File: src/rtl/proc_pkg.sv
// Shared processor-datapath types for the elastic pipeline stages.
package proc_pkg;

  typedef enum logic [1:0] {
    SB_EMPTY = 2'b00,
    SB_ONE   = 2'b01,
    SB_FULL  = 2'b10
  } sb_state_t;

  localparam int SB_DEPTH = 2;

endpackage

File: src/rtl/sb_data_reg.sv
// Enabled data register with asynchronous active-low clear; holds one word of a skid stage.
module sb_data_reg #(
  parameter int WIDTH = 24
) (
  input  logic             clk,
  input  logic             reset,
  input  logic             en,
  input  logic [WIDTH-1:0] d,
  output logic [WIDTH-1:0] q
);

  always_ff @(posedge clk or negedge reset) begin
    if (!reset) begin
      q <= '0;
    end else if (en) begin
      q <= d;
    end
  end

endmodule

File: src/rtl/pipeline_skid_buffer.sv
// Two-entry elastic stage: main register feeds downstream, skid register absorbs one
// word during a stall so in_ready depends only on the state register.
module pipeline_skid_buffer
  import proc_pkg::*;
#(
  parameter int WIDTH = 24
) (
  input  logic             clk,
  input  logic             reset,
  input  logic             flush,
  input  logic             in_valid,
  output logic             in_ready,
  input  logic [WIDTH-1:0] in_data,
  output logic             out_valid,
  input  logic             out_ready,
  output logic [WIDTH-1:0] out_data,
  output logic [1:0]       count
);

  sb_state_t        state_reg;
  sb_state_t        state_next;
  logic             in_fire;
  logic             out_fire;
  logic             main_en;
  logic             skid_en;
  logic [WIDTH-1:0] main_d;
  logic [WIDTH-1:0] main_q;
  logic [WIDTH-1:0] skid_q;

  always_ff @(posedge clk or negedge reset) begin
    if (!reset) begin
      state_reg <= SB_EMPTY;
    end else begin
      state_reg <= state_next;
    end
  end

  // Handshake outputs decode only the state register, never the inputs.
  always_comb begin
    out_valid = 1'b0;
    in_ready  = 1'b0;
    count     = 2'd0;
    case (state_reg)
      SB_EMPTY: begin
        in_ready = 1'b1;
      end
      SB_ONE: begin
        out_valid = 1'b1;
        in_ready  = 1'b1;
        count     = 2'd1;
      end
      SB_FULL: begin
        out_valid = 1'b1;
        count     = 2'(SB_DEPTH);
      end
      default: ;
    endcase
  end

  assign in_fire  = in_valid && in_ready;
  assign out_fire = out_valid && out_ready;

  always_comb begin
    state_next = state_reg;
    main_en    = 1'b0;
    skid_en    = 1'b0;
    if (flush) begin
      state_next = SB_EMPTY;
    end else begin
      case (state_reg)
        SB_EMPTY: begin
          if (in_fire) begin
            main_en    = 1'b1;
            state_next = SB_ONE;
          end
        end
        SB_ONE: begin
          if (in_fire && out_fire) begin
            main_en = 1'b1;
          end else if (in_fire) begin
            skid_en    = 1'b1;
            state_next = SB_FULL;
          end else if (out_fire) begin
            state_next = SB_EMPTY;
          end
        end
        SB_FULL: begin
          if (out_fire) begin
            main_en    = 1'b1;
            state_next = SB_ONE;
          end
        end
        default: state_next = SB_EMPTY;
      endcase
    end
  end

  // Only a drain from FULL promotes the skid word; every other main load takes in_data.
  assign main_d = (state_reg == SB_FULL) ? skid_q : in_data;

  sb_data_reg #(.WIDTH(WIDTH)) u_main (
    .clk   (clk),
    .reset (reset),
    .en    (main_en),
    .d     (main_d),
    .q     (main_q)
  );

  sb_data_reg #(.WIDTH(WIDTH)) u_skid (
    .clk   (clk),
    .reset (reset),
    .en    (skid_en),
    .d     (in_data),
    .q     (skid_q)
  );

  assign out_data = main_q;

endmodule

File: config.mk
export PLATFORM = sky130hd
export DESIGN_NAME = pipeline_skid_buffer
export DESIGN_NICKNAME = d
export VERILOG_FILES = /design/src/rtl/proc_pkg.sv /design/src/rtl/sb_data_reg.sv /design/src/rtl/pipeline_skid_buffer.sv
export SDC_FILE = /design/constraint.sdc
export NUM_CORES = 1
export LEC_CHECK = 0
export BUFFER_PORTS_ARGS = -buffer_cell sky130_fd_sc_hd__buf_4
export CELL_PAD_IN_SITES_DETAIL_PLACEMENT = 0
export CELL_PAD_IN_SITES_GLOBAL_PLACEMENT = 2
export CORE_ASPECT_RATIO = 0.75
export CORE_MARGIN = 1.5
export CORE_UTILIZATION = 36
export DETAILED_ROUTE_END_ITERATION = 7
export GPL_ROUTABILITY_DRIVEN = 0
export PLACE_DENSITY = 0.84
export RECOVER_POWER = 25
export SETUP_SLACK_MARGIN = 0.1
export SYNTH_ARGS = -nofsm -noshare
export SYNTH_HDL_FRONTEND = slang
export SYNTH_SLANG_ARGS = --single-unit
File: constraint.sdc
create_clock -name clk -period 2.8 [get_ports clk]
set_input_delay 0 -clock clk [delete_from_list [all_inputs] [get_ports clk]]
set_output_delay 0 -clock clk [all_outputs]
set_load 0.05 [all_outputs]
After elaboration in Yosys (flattened, before gate mapping)
Index checks and enable logic that the tools add are counted.
- bits in registers: 50
- bits of input ports: 29
- output and inout bits: 28
- equal/unequal tests: 6
- muxes and demuxes: 19
- reductions and logical operators: 7
- operators with widths (kind ; number):
    24-bit 2-to-1 mux ; 1
    2-bit 2-to-1 mux ; 6
    1-bit 2-to-1 mux ; 9
    3-bit inequality test (second input constant) ; 3
    2-bit case mux with 3 select lines ; 1
    4-bit inequality test (second input constant) ; 1
    2-bit case mux with 2 select lines ; 1
    4-bit AND reduction ; 1
    2-bit OR reduction ; 2
    1-bit logical AND ; 3
    1-bit case mux with 3 select lines ; 1
    2-bit by 1-bit equality test with 1-bit output (second input constant) ; 1
    2-bit equality test (second input constant) ; 1
    2-bit logical NOT ; 1

Logic depth before layout (Yosys ltp)
Gate-level depths: netlist of run 1.
- word-level depth: 9
- depth in mapped cells: 8
- gate-level depth less buffers: 6

Modules after synthesis
From an unflattened synthesis of run 1, not the netlist that was laid out.
- cell total of the unflattened synthesis: 153
- area, all modules: 2501.1 µm²
- modules (own cells, without submodules) (module ; instances ; cells each ; area each (µm²)):
    sb_data_reg ; 2 ; 51 ; 997.2
    pipeline_skid_buffer ; 1 ; 51 ; 506.7

Worst setup path before layout of run 1
OpenSTA, ideal clock, no wires.
- path kind: reg-to-reg
- start point: register state_reg[1]
- end point: register u_skid.q[10]
- arrival: 2.005 ns
- data required time: 2.675 ns
- setup slack: 0.670 ns
- cell stages (with the launch flop): 7
- buffers on the path: 1
- path through: dfrtp_1 > inv_1 > ha_1 > nand2_1 > nor3b_4 > buf_4 > mux2_2
- word-level cells in the longest chain between the ends: 8
- elaborated cells between the ends (all ways): 14
- those cells by class: eq/ne (2); mux (6); reduce/logical (6)
- ends and longest elaborated chain (element ; line ; text):
    start: declaration ; pipeline_skid_buffer.sv:20 ; sb_state_t state_reg;
    start signal: assignment ; pipeline_skid_buffer.sv:34 ; state_reg <= state_next;
    2-bit by 1-bit equality test with 1-bit output, or another cell as far along ; pipeline_skid_buffer.sv:43, pipeline_skid_buffer.sv:70 ;
    2-bit OR reduction (no source line) ; n/a ;
    1-bit 2-to-1 mux ; pipeline_skid_buffer.sv:43 ; case (state_reg)
    1-bit logical AND (on tied branches) ; pipeline_skid_buffer.sv:60, pipeline_skid_buffer.sv:61 ;
    1-bit 2-to-1 mux or 1-bit logical AND (tied branches) ; pipeline_skid_buffer.sv:80, pipeline_skid_buffer.sv:78 ;
    1-bit 2-to-1 mux ; pipeline_skid_buffer.sv:78 ; if (in_fire && out_fire) begin
    1-bit 2-to-1 mux (*) ; pipeline_skid_buffer.sv:70 ; case (state_reg)
    1-bit 2-to-1 mux (*) ; pipeline_skid_buffer.sv:67 ; if (flush) begin
    end signal: assignment ; sb_data_reg.sv:14 ; q <= '0;
    end signal: assignment ; sb_data_reg.sv:16 ; q <= d;
    end: declaration ; sb_data_reg.sv:9 ; output logic [WIDTH-1:0] q
Every way passes the cells marked *; elsewhere a longest branch is shown, timed or not.
A chain may end at the register's enable or synchronous reset.

Worst setup path after layout of run 1
- start point: register state_reg[0]
- end point: register u_main.q[0]
- word-level cells in the longest chain between the ends: 8
- elaborated cells between the ends (all ways): 16
- those cells by class: eq/ne (2); mux (8); reduce/logical (6)
- ends and longest elaborated chain (element ; line):
    2-bit by 1-bit equality test with 1-bit output, or another cell as far along ; pipeline_skid_buffer.sv:43, pipeline_skid_buffer.sv:70
    2-bit OR reduction (no source line) ; n/a
    1-bit 2-to-1 mux ; pipeline_skid_buffer.sv:43
    1-bit logical AND (on tied branches) ; pipeline_skid_buffer.sv:60, pipeline_skid_buffer.sv:61
    1-bit logical AND ; pipeline_skid_buffer.sv:78
    1-bit 2-to-1 mux ; pipeline_skid_buffer.sv:78
    1-bit case mux with 3 select lines ; pipeline_skid_buffer.sv:70
    1-bit 2-to-1 mux ; pipeline_skid_buffer.sv:67
    end signal: assignment ; sb_data_reg.sv:14
    end signal: assignment ; sb_data_reg.sv:16
    end: declaration ; sb_data_reg.sv:9
Several ways; a longest one is shown, not always the timed one.

==> impl_metrics.env, run 1 <==
export IMPL_p_leak_uw=0.001298
export IMPL_num_vias=1569
export IMPL_slew_headroom_pct=18.34
export IMPL_cts_tree="yes"
export IMPL_synth_enable_flop_cells=0
export IMPL_worstReg2RegStart="state_reg[0]$_DFFE_PN0P_"
export IMPL_fillCellCount=544
export IMPL_start_util_pct=37.65
export IMPL_cts_buffers=5
export IMPL_drt_wl_total_um=4421
export IMPL_switching_share_pct=44.43
export IMPL_netlist_instances=179
export IMPL_yosysSeqAreaShare_pct=56.47
export IMPL_drv_cap=0
export IMPL_post_route_period_util_pct=70.74
export IMPL_crit_slowest_cell="buf_4"
export IMPL_cp_max_fo=48
export IMPL_fp_coreArea_um2=5886
export IMPL_async_flop_share_pct=100.0
export IMPL_netlist_top_cells_area="dfrtp_1 56%, mux2_2 12%, mux2i_1 11%"
export IMPL_grt_pass1_wl_um=7610
export IMPL_cts_buffer_depth=2
export IMPL_cts_setup_buffers=0
export IMPL_vias_per_cell=4.628
export IMPL_antenna_left=0
export IMPL_ys_warn_count=0
export IMPL_std_cell_rows=24
export IMPL_ys_flop_type="dfrtp_1"
export IMPL_rsz0062_at_grt="false"
export IMPL_finalClockSkew_ns=0.002095
export IMPL_min_delay_start="flush"
export IMPL_ff2ff_path_depth=7
export IMPL_hp_class="in -> reg"
export IMPL_switchingPower_uw=1504
export IMPL_grt_pass1_vias=1626
export IMPL_cts_root_buffer="clkbuf_8"
export IMPL_ys_ff_latch=50
export IMPL_setup_viol=0
export IMPL_synth_distinct_cells=21
export IMPL_drt_wirelength_per_cell_um=13.04
export IMPL_slew_viol_final=0
export IMPL_startpoint_type="flip-flop"
export IMPL_crit_family="buffers and inverters"
export IMPL_dieArea_um2=6640
export IMPL_max_stage_delay_ns=0.43
export IMPL_finalSetupTns_ns=0
export IMPL_crit_buf_inv=2
export IMPL_num_io_pins=57
export IMPL_synth_area_per_cell_um2=12.38
export IMPL_timing_fmax_ghz=0.5049
export IMPL_whs_ns=0.06698
export IMPL_post_route_min_period_ns=1.981
export IMPL_dp_hpwl_um=2873
export IMPL_max_slew_worst_pin_slew_ns=1.225
export IMPL_io_buffers=56
export IMPL_syn_area_um2=2216
export IMPL_status="finished, final reports clean"
export IMPL_antenna_found_initial=0
export IMPL_grt_ovfl_total=0
export IMPL_hold_depth=3
export IMPL_drt_pass1_iter_count=4
export IMPL_reg2reg_slack_ns=0.82
export IMPL_clk_latency_ns=0.29
export IMPL_required_ns=3.01
export IMPL_critPathKind="reg -> reg"
export IMPL_diodes=0
export IMPL_drcViolationCount=0
export IMPL_yosysTopAreaCell="dfrtp_1"
export IMPL_synth_nets=212
export IMPL_cts_reportedPaths_clkPinSlew_ns=0.08
export IMPL_ys_top_cells_by_count="50 x dfrtp_1, 26 x nor2_1, 25 x mux2i_1"
export IMPL_ir_drop_uv=563.9
export IMPL_nets=294
export IMPL_hold_viol_final=0
export IMPL_internal_power_uw=1881
export IMPL_powerDensity_nw_per_um2=1114
export IMPL_crit_path_end_kind="flip-flop"
export IMPL_path_cells="inv_1 -> ha_1 -> nand4_1 -> a211oi_4 -> buf_4 -> nor2_1 -> a21oi_1"
export IMPL_fp_dieW_um=93.59
export IMPL_grt_max_degree=51
export IMPL_seqPwrFrac_pct=37.1
export IMPL_gr_usage_all_layers_pct=14.35
export IMPL_yosys_area_top_type_share_pct=56.47
export IMPL_multi_input_area_um2=904.6
export IMPL_yosysMostFrequentCell="dfrtp_1"
export IMPL_area_growth_pct=37.15
export IMPL_drive_gt1_share_pct=36.02
export IMPL_dieHeight_um=70.95
export IMPL_r2r_end="u_main.q[0]$_DFFE_PN0P_"
export IMPL_cts_sinks=50
export IMPL_regArea_um2=1251
export IMPL_clkPwrFrac_pct=11.5
export IMPL_htree_levels=2
export IMPL_postCtsHoldBufs=25
export IMPL_p_comb_share_pct=51.4
export IMPL_arrival_ns=2.20
export IMPL_holdPathEnd="state_reg[1]$_DFFE_PN0P_"
export IMPL_drtIter0Drc=51
export IMPL_cts_resized=0
routing by layer:
metal | up-vias | global-route usage (%) | share of wire, %
met5 | - | 0 | 0
met4 | 0 | 1.990 | 0.25
met3 | 2 | 3.763 | 5.1
met2 | 38 | 23.19 | 45
met1 | 752 | 20.03 | 50
li1 | 777 | - | -
placed cells by master, fill, tap and decap left out, types with 2 or more instances in the layout:
cell type / Yosys / layout
dfrtp_1: 50 / 50
buf_4: 5 / 59
dlygate4sd3_1: 0 / 25
nand2_1: 2 / 2
nor2_1: 26 / 26
ha_1: 4 / 3
nand2b_1: 2 / 2
inv_1: 2 / 2
mux2i_1: 25 / 25
mux2_2: 24 / 24
clkbuf_8: 0 / 5
a21oi_1: 24 / 24
stage by stage:
step                setup WS, ns  cells  area (um^2)  total power [uW]  util, %
global route              0.6166    339         3039              3611    51.64
finish                    0.8193    339         3039              3385    51.64
CTS                       0.8182    339         3042              3427    51.68
detailed placement        0.8402    307         2711              2998    46.07
global placement          0.9006    307         2711              2972    46.07
floorplan                 0.6703    179         2216              2500        -
kinds of logic after synthesis:
group,Yosys count,synth area share [%]
buffers and inverters,12,3.162
AND/OR/NAND/NOR,36,7.567
AO/OA/AOI/OAI,27,6.550
adder cells (fa/ha/maj),4,2.259
flip-flops,50,56.47
multiplexers,50,24.00
tightest hold or removal path: stages:
cell and delay [ns]:
buf_4 0.14, nand2b_1 0.11, mux2i_1 0.06
power by group through the flow:
stage	Combinational [uW]	Clock (uW)	Sequential [uW]
global placement	1700	0	1270
CTS	1760	410	1260
finish	1740	388	1260
floorplan	681	0	1820
detailed placement	1730	0	1270
global route	1860	442	1310
final cells by class:
class	instances	area share, %
Clock inverter	1	0.2470
Tap cell	78	3.211
Inverter	2	0.2470
Multi-Input combinational cell	117	29.77
Sequential cell	50	41.17
Clock buffer	6	2.388
Timing Repair Buffer	85	22.97
how the worst max path moves through the flow:
stage | startpoint | cells after the start | endpoint
2_1_floorplan | state_reg[1]$_DFFE_PN0P_ | 6 | u_skid.q[10]$_DFFE_PN0P_
5_1_grt | state_reg[0]$_DFFE_PN0P_ | 7 | u_main.q[0]$_DFFE_PN0P_
4_1_cts | state_reg[0]$_DFFE_PN0P_ | 7 | u_main.q[0]$_DFFE_PN0P_
3_3_place_gp | state_reg[0]$_DFFE_PN0P_ | 6 | state_reg[0]$_DFFE_PN0P_
3_5_place_dp | state_reg[0]$_DFFE_PN0P_ | 7 | u_main.q[6]$_DFFE_PN0P_
6_report | state_reg[0]$_DFFE_PN0P_ | 7 | u_main.q[0]$_DFFE_PN0P_
Power figures use the tool's default switching activity.
==> inputs of run 2 (changes only) <==
--- a/config.mk
+++ b/config.mk
@@ -10,10 +10,10 @@
 export CELL_PAD_IN_SITES_GLOBAL_PLACEMENT = 2
 export CORE_ASPECT_RATIO = 0.75
 export CORE_MARGIN = 1.5
-export CORE_UTILIZATION = 36
+export CORE_UTILIZATION = 30
 export DETAILED_ROUTE_END_ITERATION = 7
 export GPL_ROUTABILITY_DRIVEN = 0
-export PLACE_DENSITY = 0.84
+export PLACE_DENSITY = 0.75
 export RECOVER_POWER = 25
 export SETUP_SLACK_MARGIN = 0.1
 export SYNTH_ARGS = -nofsm -noshare
==> constraint.sdc (replaced) <==
create_clock -name clk -period 1.7 [get_ports clk]
set_input_delay 0 -clock clk [delete_from_list [all_inputs] [get_ports clk]]
set_output_delay 0 -clock clk [all_outputs]
set_load 0.05 [all_outputs]
==> run 2 against run 1 <==
The flow now finishes with violations (setup timing); final area rose by 17%; critical endpoint is now u_skid.q[23]$_DFFE_PN0P_; via count rose by 8.7%; core utilization fell by 0.89 points; die area rose by 19%; global-route usage rose by 0.61 points.
==> impl_metrics.env, run 2 (synthesis gave the netlist of run 1 again) <==
export IMPL_htree_levels=2
export IMPL_num_io_pins=57
export IMPL_mostFrequentLayoutCells="66 x buf_4, 50 x dfrtp_1, 26 x nor2_1"
export IMPL_nets=312
export IMPL_grt_max_degree=51
export IMPL_num_vias=1705
export IMPL_reg2reg_slack_ns=-0.03
export IMPL_grt_pass1_wl_um=9032
export IMPL_fp_coreArea_um2=6994
export IMPL_violations="setup timing"
export IMPL_path_cells="inv_2 -> ha_4 -> nand2_2 -> nor3b_4 -> buf_6 -> buf_12 -> mux2_4"
export IMPL_max_slew_worst_pin_slew_ns=1.281
export IMPL_diodes=0
export IMPL_drt_pass1_iter_count=4
export IMPL_grt_ovfl_total=0
export IMPL_fillCellCount=632
export IMPL_crit_family="flip-flops"
export IMPL_antenna_left=0
export IMPL_cts_root_buffer="clkbuf_8"
export IMPL_io_buffers=56
export IMPL_route_met2_wl_um=2416
export IMPL_drt_wl_total_um=5523
export IMPL_drv_cap=0
export IMPL_timing_fmax_ghz=0.5768
export IMPL_rsz0062_at_grt="true"
export IMPL_cts_sinks=50
export IMPL_dp_cells=336
export IMPL_p_leak_uw=0.001530
export IMPL_worstReg2RegStart="state_reg[1]$_DFFE_PN0P_"
export IMPL_critPathKind="reg -> reg"
export IMPL_top_layer="met4"
export IMPL_start_util_pct=31.68
export IMPL_std_cell_rows=26
export IMPL_setup_viol=22
export IMPL_fin_cells=378
export IMPL_status="finished, violations left"
export IMPL_hold_depth=3
export IMPL_vias_per_cell=4.511
export IMPL_setup_slack_ns=-0.03360
export IMPL_dp_hpwl_um=3251
export IMPL_cts_buffer_depth=2
export IMPL_drive_gt1_share_pct=50.36
export IMPL_hp_class="in -> reg"
export IMPL_pre_cts_slack_ns=0.0004913
export IMPL_hold_viol_final=0
export IMPL_dr_wl_met3_um=202
export IMPL_cts_reportedPaths_clkPinSlew_ns=0.09
export IMPL_ff2ff_path_depth=7
export IMPL_crit_path_end_kind="flip-flop"
export IMPL_final_common_cell="buf_4"
export IMPL_min_delay_start="flush"
export IMPL_cts_tree="yes"
export IMPL_holdPathEnd="state_reg[1]$_DFFE_PN0P_"
export IMPL_wl_met1_um=2856
export IMPL_post_route_period_util_pct=102.0
export IMPL_startpoint_type="flip-flop"
export IMPL_cts_buffers=5
export IMPL_finalClockSkew_ns=0.004868
export IMPL_drcViolationCount=0
export IMPL_slew_viol_final=0
export IMPL_dieArea_um2=7916
export IMPL_post_route_min_period_ns=1.734
export IMPL_crit_slowest_cell="dfrtp_1"
export IMPL_antenna_found_initial=0
export IMPL_required_ns=1.89
export IMPL_drt_wirelength_per_cell_um=14.61
export IMPL_powerDensity_nw_per_um2=1827
export IMPL_arrival_ns=1.92
export IMPL_drtIter0Drc=49
export IMPL_grt_pass1_vias=1758
export IMPL_r2r_end="u_skid.q[23]$_DFFE_PN0P_"
export IMPL_ir_drop_uv=948.8
export IMPL_clk_latency_ns=0.30
export IMPL_cp_max_fo=7
export IMPL_area_growth_pct=60.19
export IMPL_gr_usage_all_layers_pct=14.96
export IMPL_fp_dieW_um=102.2
export IMPL_max_stage_delay_ns=0.40
export IMPL_dieHeight_um=77.43
export IMPL_crit_buf_inv=3
export IMPL_slew_headroom_pct=14.60
## run 2: changes by cell type in the layout (fill, tap and decap cells not counted), moves of 2 or more
cell and delta:
ha_1 -2, buf_12 +3, a21oi_1 -19, inv_2 +2
ha_4 +3, a21oi_2 +19, buf_16 +3, mux2_4 +25
buf_6 +4, buf_4 +7, mux2_2 -24, inv_1 -2
nand2_1 -2
## run 2: worst min-delay path: stages
cell and delay, ns:
buf_4 0.14, nand2b_1 0.11, mux2i_1 0.06
## run 2: worst max path at each step
| stage | startpoint | end | cells after the start |
|---|---|---|---|
| 2_1_floorplan | state_reg[1]$_DFFE_PN0P_ | u_skid.q[10]$_DFFE_PN0P_ | 6 |
| 3_3_place_gp | state_reg[0]$_DFFE_PN0P_ | u_main.q[14]$_DFFE_PN0P_ | 7 |
| 3_5_place_dp | state_reg[0]$_DFFE_PN0P_ | u_main.q[4]$_DFFE_PN0P_ | 7 |
| 4_1_cts | state_reg[0]$_DFFE_PN0P_ | u_main.q[4]$_DFFE_PN0P_ | 8 |
| 5_1_grt | state_reg[0]$_DFFE_PN0P_ | u_main.q[3]$_DFFE_PN0P_ | 8 |
| 6_report | state_reg[1]$_DFFE_PN0P_ | u_skid.q[23]$_DFFE_PN0P_ | 7 |
## run 2: per-stage QoR
step                cell area, um^2  hold WS [ns]  util (%)  total power, uW  setup TNS (ns)
floorplan                      2369       -0.2956         -             4376          -3.848
global placement               2963       0.08194     42.36             5269               0
detailed placement             2963       0.07968     42.36             5317               0
CTS                            3533       0.02774     50.52             6518         -0.2302
global route                   3550       0.04037     50.75             6874          -3.993
finish                         3550       0.03301     50.75             6487         -0.4076
## run 2: cell type report
type                    count  area, um^2  share of cell area (%)
clock inverters             2       12.51                  0.3525
inverters                   2       7.507                  0.2115
clock buffers               6       82.58                   2.326
multi-input cells         117        1120                   31.55
well taps                  98       122.6                   3.454
flip-flops and latches     50        1251                   35.25
repair buffers            103       953.4                   26.86
## run 2: metal layers
metal	GRT usage, %	vias to the layer above
li1	-	815
met1	22.28	846
met2	21.92	38
met3	3.333	6
met4	3.699	0
met5	0	-
## run 2: repair_timing
action	CTS	global route
pin swaps	3	2
hold buffers	25	0
endpoints found under the setup margin	49	50
setup buffers	6	0
hold endpoints to repair	79	0
gates cloned	3	0
gates resized for setup	30	5
## run 2: report_power, final
part           total, uW  switching (uW)  leakage [uW]  internal, uW
Clock                733             405     0.0000472           328
Combinational       3660            2050      0.000905          1610
Sequential          2090             331      0.000578          1760
==> inputs of run 3 (changes only) <==
--- a/config.mk
+++ b/config.mk
@@ -9,7 +9,7 @@
 export CELL_PAD_IN_SITES_DETAIL_PLACEMENT = 0
 export CELL_PAD_IN_SITES_GLOBAL_PLACEMENT = 2
 export CORE_ASPECT_RATIO = 0.75
-export CORE_MARGIN = 1.5
+export CORE_MARGIN = 1
 export CORE_UTILIZATION = 30
 export DETAILED_ROUTE_END_ITERATION = 7
 export GPL_ROUTABILITY_DRIVEN = 0
==> run 3 against run 2 <==
The run still ends with setup timing left; first-iteration DRC count up 78%; largest power group unchanged; cell count down 0.26%; combinational power up 4%; clock power up 12%; die area down 2.3%; power up 3.6%; wire length up 3.2%; core utilization up 2.0 points.
==> impl_metrics.env, run 3 (synthesis gave the netlist of run 1 again) <==
export IMPL_status="finished, violations left"
export IMPL_violations="setup timing"
export IMPL_clk_latency_ns=0.30
export IMPL_drtIter0Drc=87
export IMPL_grt_ovfl_total=0
export IMPL_min_delay_start="flush"
export IMPL_vias_per_cell=4.467
export IMPL_slew_viol_final=0
export IMPL_final_common_cell="buf_4"
export IMPL_num_vias=1684
export IMPL_htree_levels=2
export IMPL_setup_slack_ns=-0.03016
export IMPL_fillCellCount=655
export IMPL_start_util_pct=31.83
export IMPL_num_io_pins=57
export IMPL_dp_cells=331
export IMPL_cts_sinks=50
export IMPL_post_route_period_util_pct=101.8
export IMPL_max_slew_worst_pin_slew_ns=1.281
export IMPL_slew_headroom_pct=14.60
export IMPL_crit_slowest_cell="dfrtp_1"
export IMPL_std_cell_rows=26
export IMPL_arrival_ns=1.97
export IMPL_io_buffers=56
export IMPL_worstReg2RegStart="state_reg[1]$_DFFE_PN0P_"
export IMPL_crit_family="buffers and inverters"
export IMPL_drv_cap=0
export IMPL_ir_drop_uv=860.7
export IMPL_startpoint_type="flip-flop"
export IMPL_finalClockSkew_ns=0.006999
export IMPL_hold_viol_final=0
export IMPL_finalSetupTns_ns=-0.4834
export IMPL_path_cells="inv_2 -> ha_4 -> nand4_1 -> a211oi_4 -> buf_6 -> clkbuf_16 -> nor2_2 -> a21oi_2"
export IMPL_powerDensity_nw_per_um2=1830
export IMPL_drcViolationCount=0
export IMPL_setup_viol=23
export IMPL_fp_coreArea_um2=6962
export IMPL_drt_pass1_iter_count=4
export IMPL_crit_path_end_kind="flip-flop"
export IMPL_area_growth_pct=65.73
export IMPL_fp_dieW_um=101.2
export IMPL_dieArea_um2=7738
export IMPL_whs_ns=0.05304
export IMPL_fin_cells=377
export IMPL_grt_pass1_wl_um=8776
export IMPL_dp_hpwl_um=3088
export IMPL_max_stage_delay_ns=0.37
export IMPL_crit_path_start="state_reg[1]$_DFFE_PN0P_"
export IMPL_cp_max_fo=5
export IMPL_drive_gt1_share_pct=53.76
export IMPL_nets=311
export IMPL_timing_fmax_ghz=0.5780
export IMPL_required_ns=1.94
export IMPL_critPathKind="reg -> reg"
export IMPL_cts_buffers=5
export IMPL_hp_class="in -> reg"
export IMPL_grt_max_degree=51
export IMPL_gr_usage_all_layers_pct=14.95
export IMPL_cts_reportedPaths_clkPinSlew_ns=0.09
export IMPL_dieHeight_um=76.43
export IMPL_grt_pass1_vias=1712
export IMPL_drt_wirelength_per_cell_um=15.11
export IMPL_diodes=0
export IMPL_mostFrequentLayoutCells="61 x buf_4, 50 x dfrtp_1, 25 x mux2i_1, 25 x mux2_4, 25 x dlygate4sd3_1"
export IMPL_cts_tree="yes"
export IMPL_cts_buffer_depth=2
export IMPL_drt_wl_total_um=5697
export IMPL_p_leak_uw=0.001558
export IMPL_rsz0062_at_grt="true"
export IMPL_antenna_found_initial=0
export IMPL_cts_root_buffer="clkbuf_8"
export IMPL_post_route_min_period_ns=1.730
export IMPL_finalPower_uw=6720
export IMPL_antenna_left=0
export IMPL_crit_buf_inv=3
-- run 3: changes by cell type in the layout (fill, tap and decap cells not counted), sizes merged --
cell | before | now
buf | 77 | 72
clkbuf | 7 | 12
bufinv | 0 | 1
clkinv | 1 | 0
clkinvlp | 1 | 0
-- run 3: stage by stage --
stage               util (%)  cell area [um^2]  setup WS [ns]
floorplan                  -              2369        -0.1234
global placement       41.84              2913      -0.002504
detailed placement     41.84              2913      -0.004353
CTS                    50.63              3525       -0.06557
global route           52.75              3672        -0.1437
finish                 52.75              3672       -0.03016
-- run 3: power breakdown --
group,internal [uW],total (uW),switching [uW]
combinational,1700,3800,2110
clock,441,823,382
sequential,1760,2090,330
-- run 3: timing repair --
item	CTS	global route
hold endpoints to repair	74	0
gates resized for setup	35	14
buffers inserted	4	1
endpoints found under the setup margin	49	51
hold buffers	25	0
pin swaps	3	2
cloned	4	4
-- run 3: layer usage --
layer	vias to the layer above	part of all wire [%]	track usage [%]
met5	-	0	0
met4	0	0.81	3.478
met3	5	5.5	4.771
met2	39	42	21.70
met1	817	52	21.51
li1	823	-	-
-- run 3: tightest hold or removal path, stage by stage --
cell      delay (ns)
buf_4           0.14
nand2b_1        0.11
mux2i_1         0.06
-- run 3: cell type report --
| cell class | instances | area (um^2) | area share, % |
|---|---|---|---|
| tap | 98 | 122.6 | 3.339 |
| multi-input combinational | 117 | 1152 | 31.38 |
| timing repair buffer | 102 | 1032 | 28.11 |
| clock inverter | 1 | 30.03 | 0.8177 |
| clock buffer | 7 | 76.32 | 2.078 |
| sequential | 50 | 1251 | 34.07 |
| inverter | 2 | 7.507 | 0.2044 |
-- run 3: worst paths after layout --
kind	endpoint	slack [ns]	cells after the start
worst max-delay path	u_main.q[10]$_DFFE_PN0P_	-0.03	8
worst min-delay path	state_reg[1]$_DFFE_PN0P_	0.05	3
worst max register to register	u_main.q[10]$_DFFE_PN0P_	-0.03	8
worst min register to register	u_main.q[22]$_DFFE_PN0P_	0.52	2
max in group asynchronous	u_main.q[21]$_DFFE_PN0P_	0.42	2
min in group asynchronous	u_skid.q[9]$_DFFE_PN0P_	0.51	2
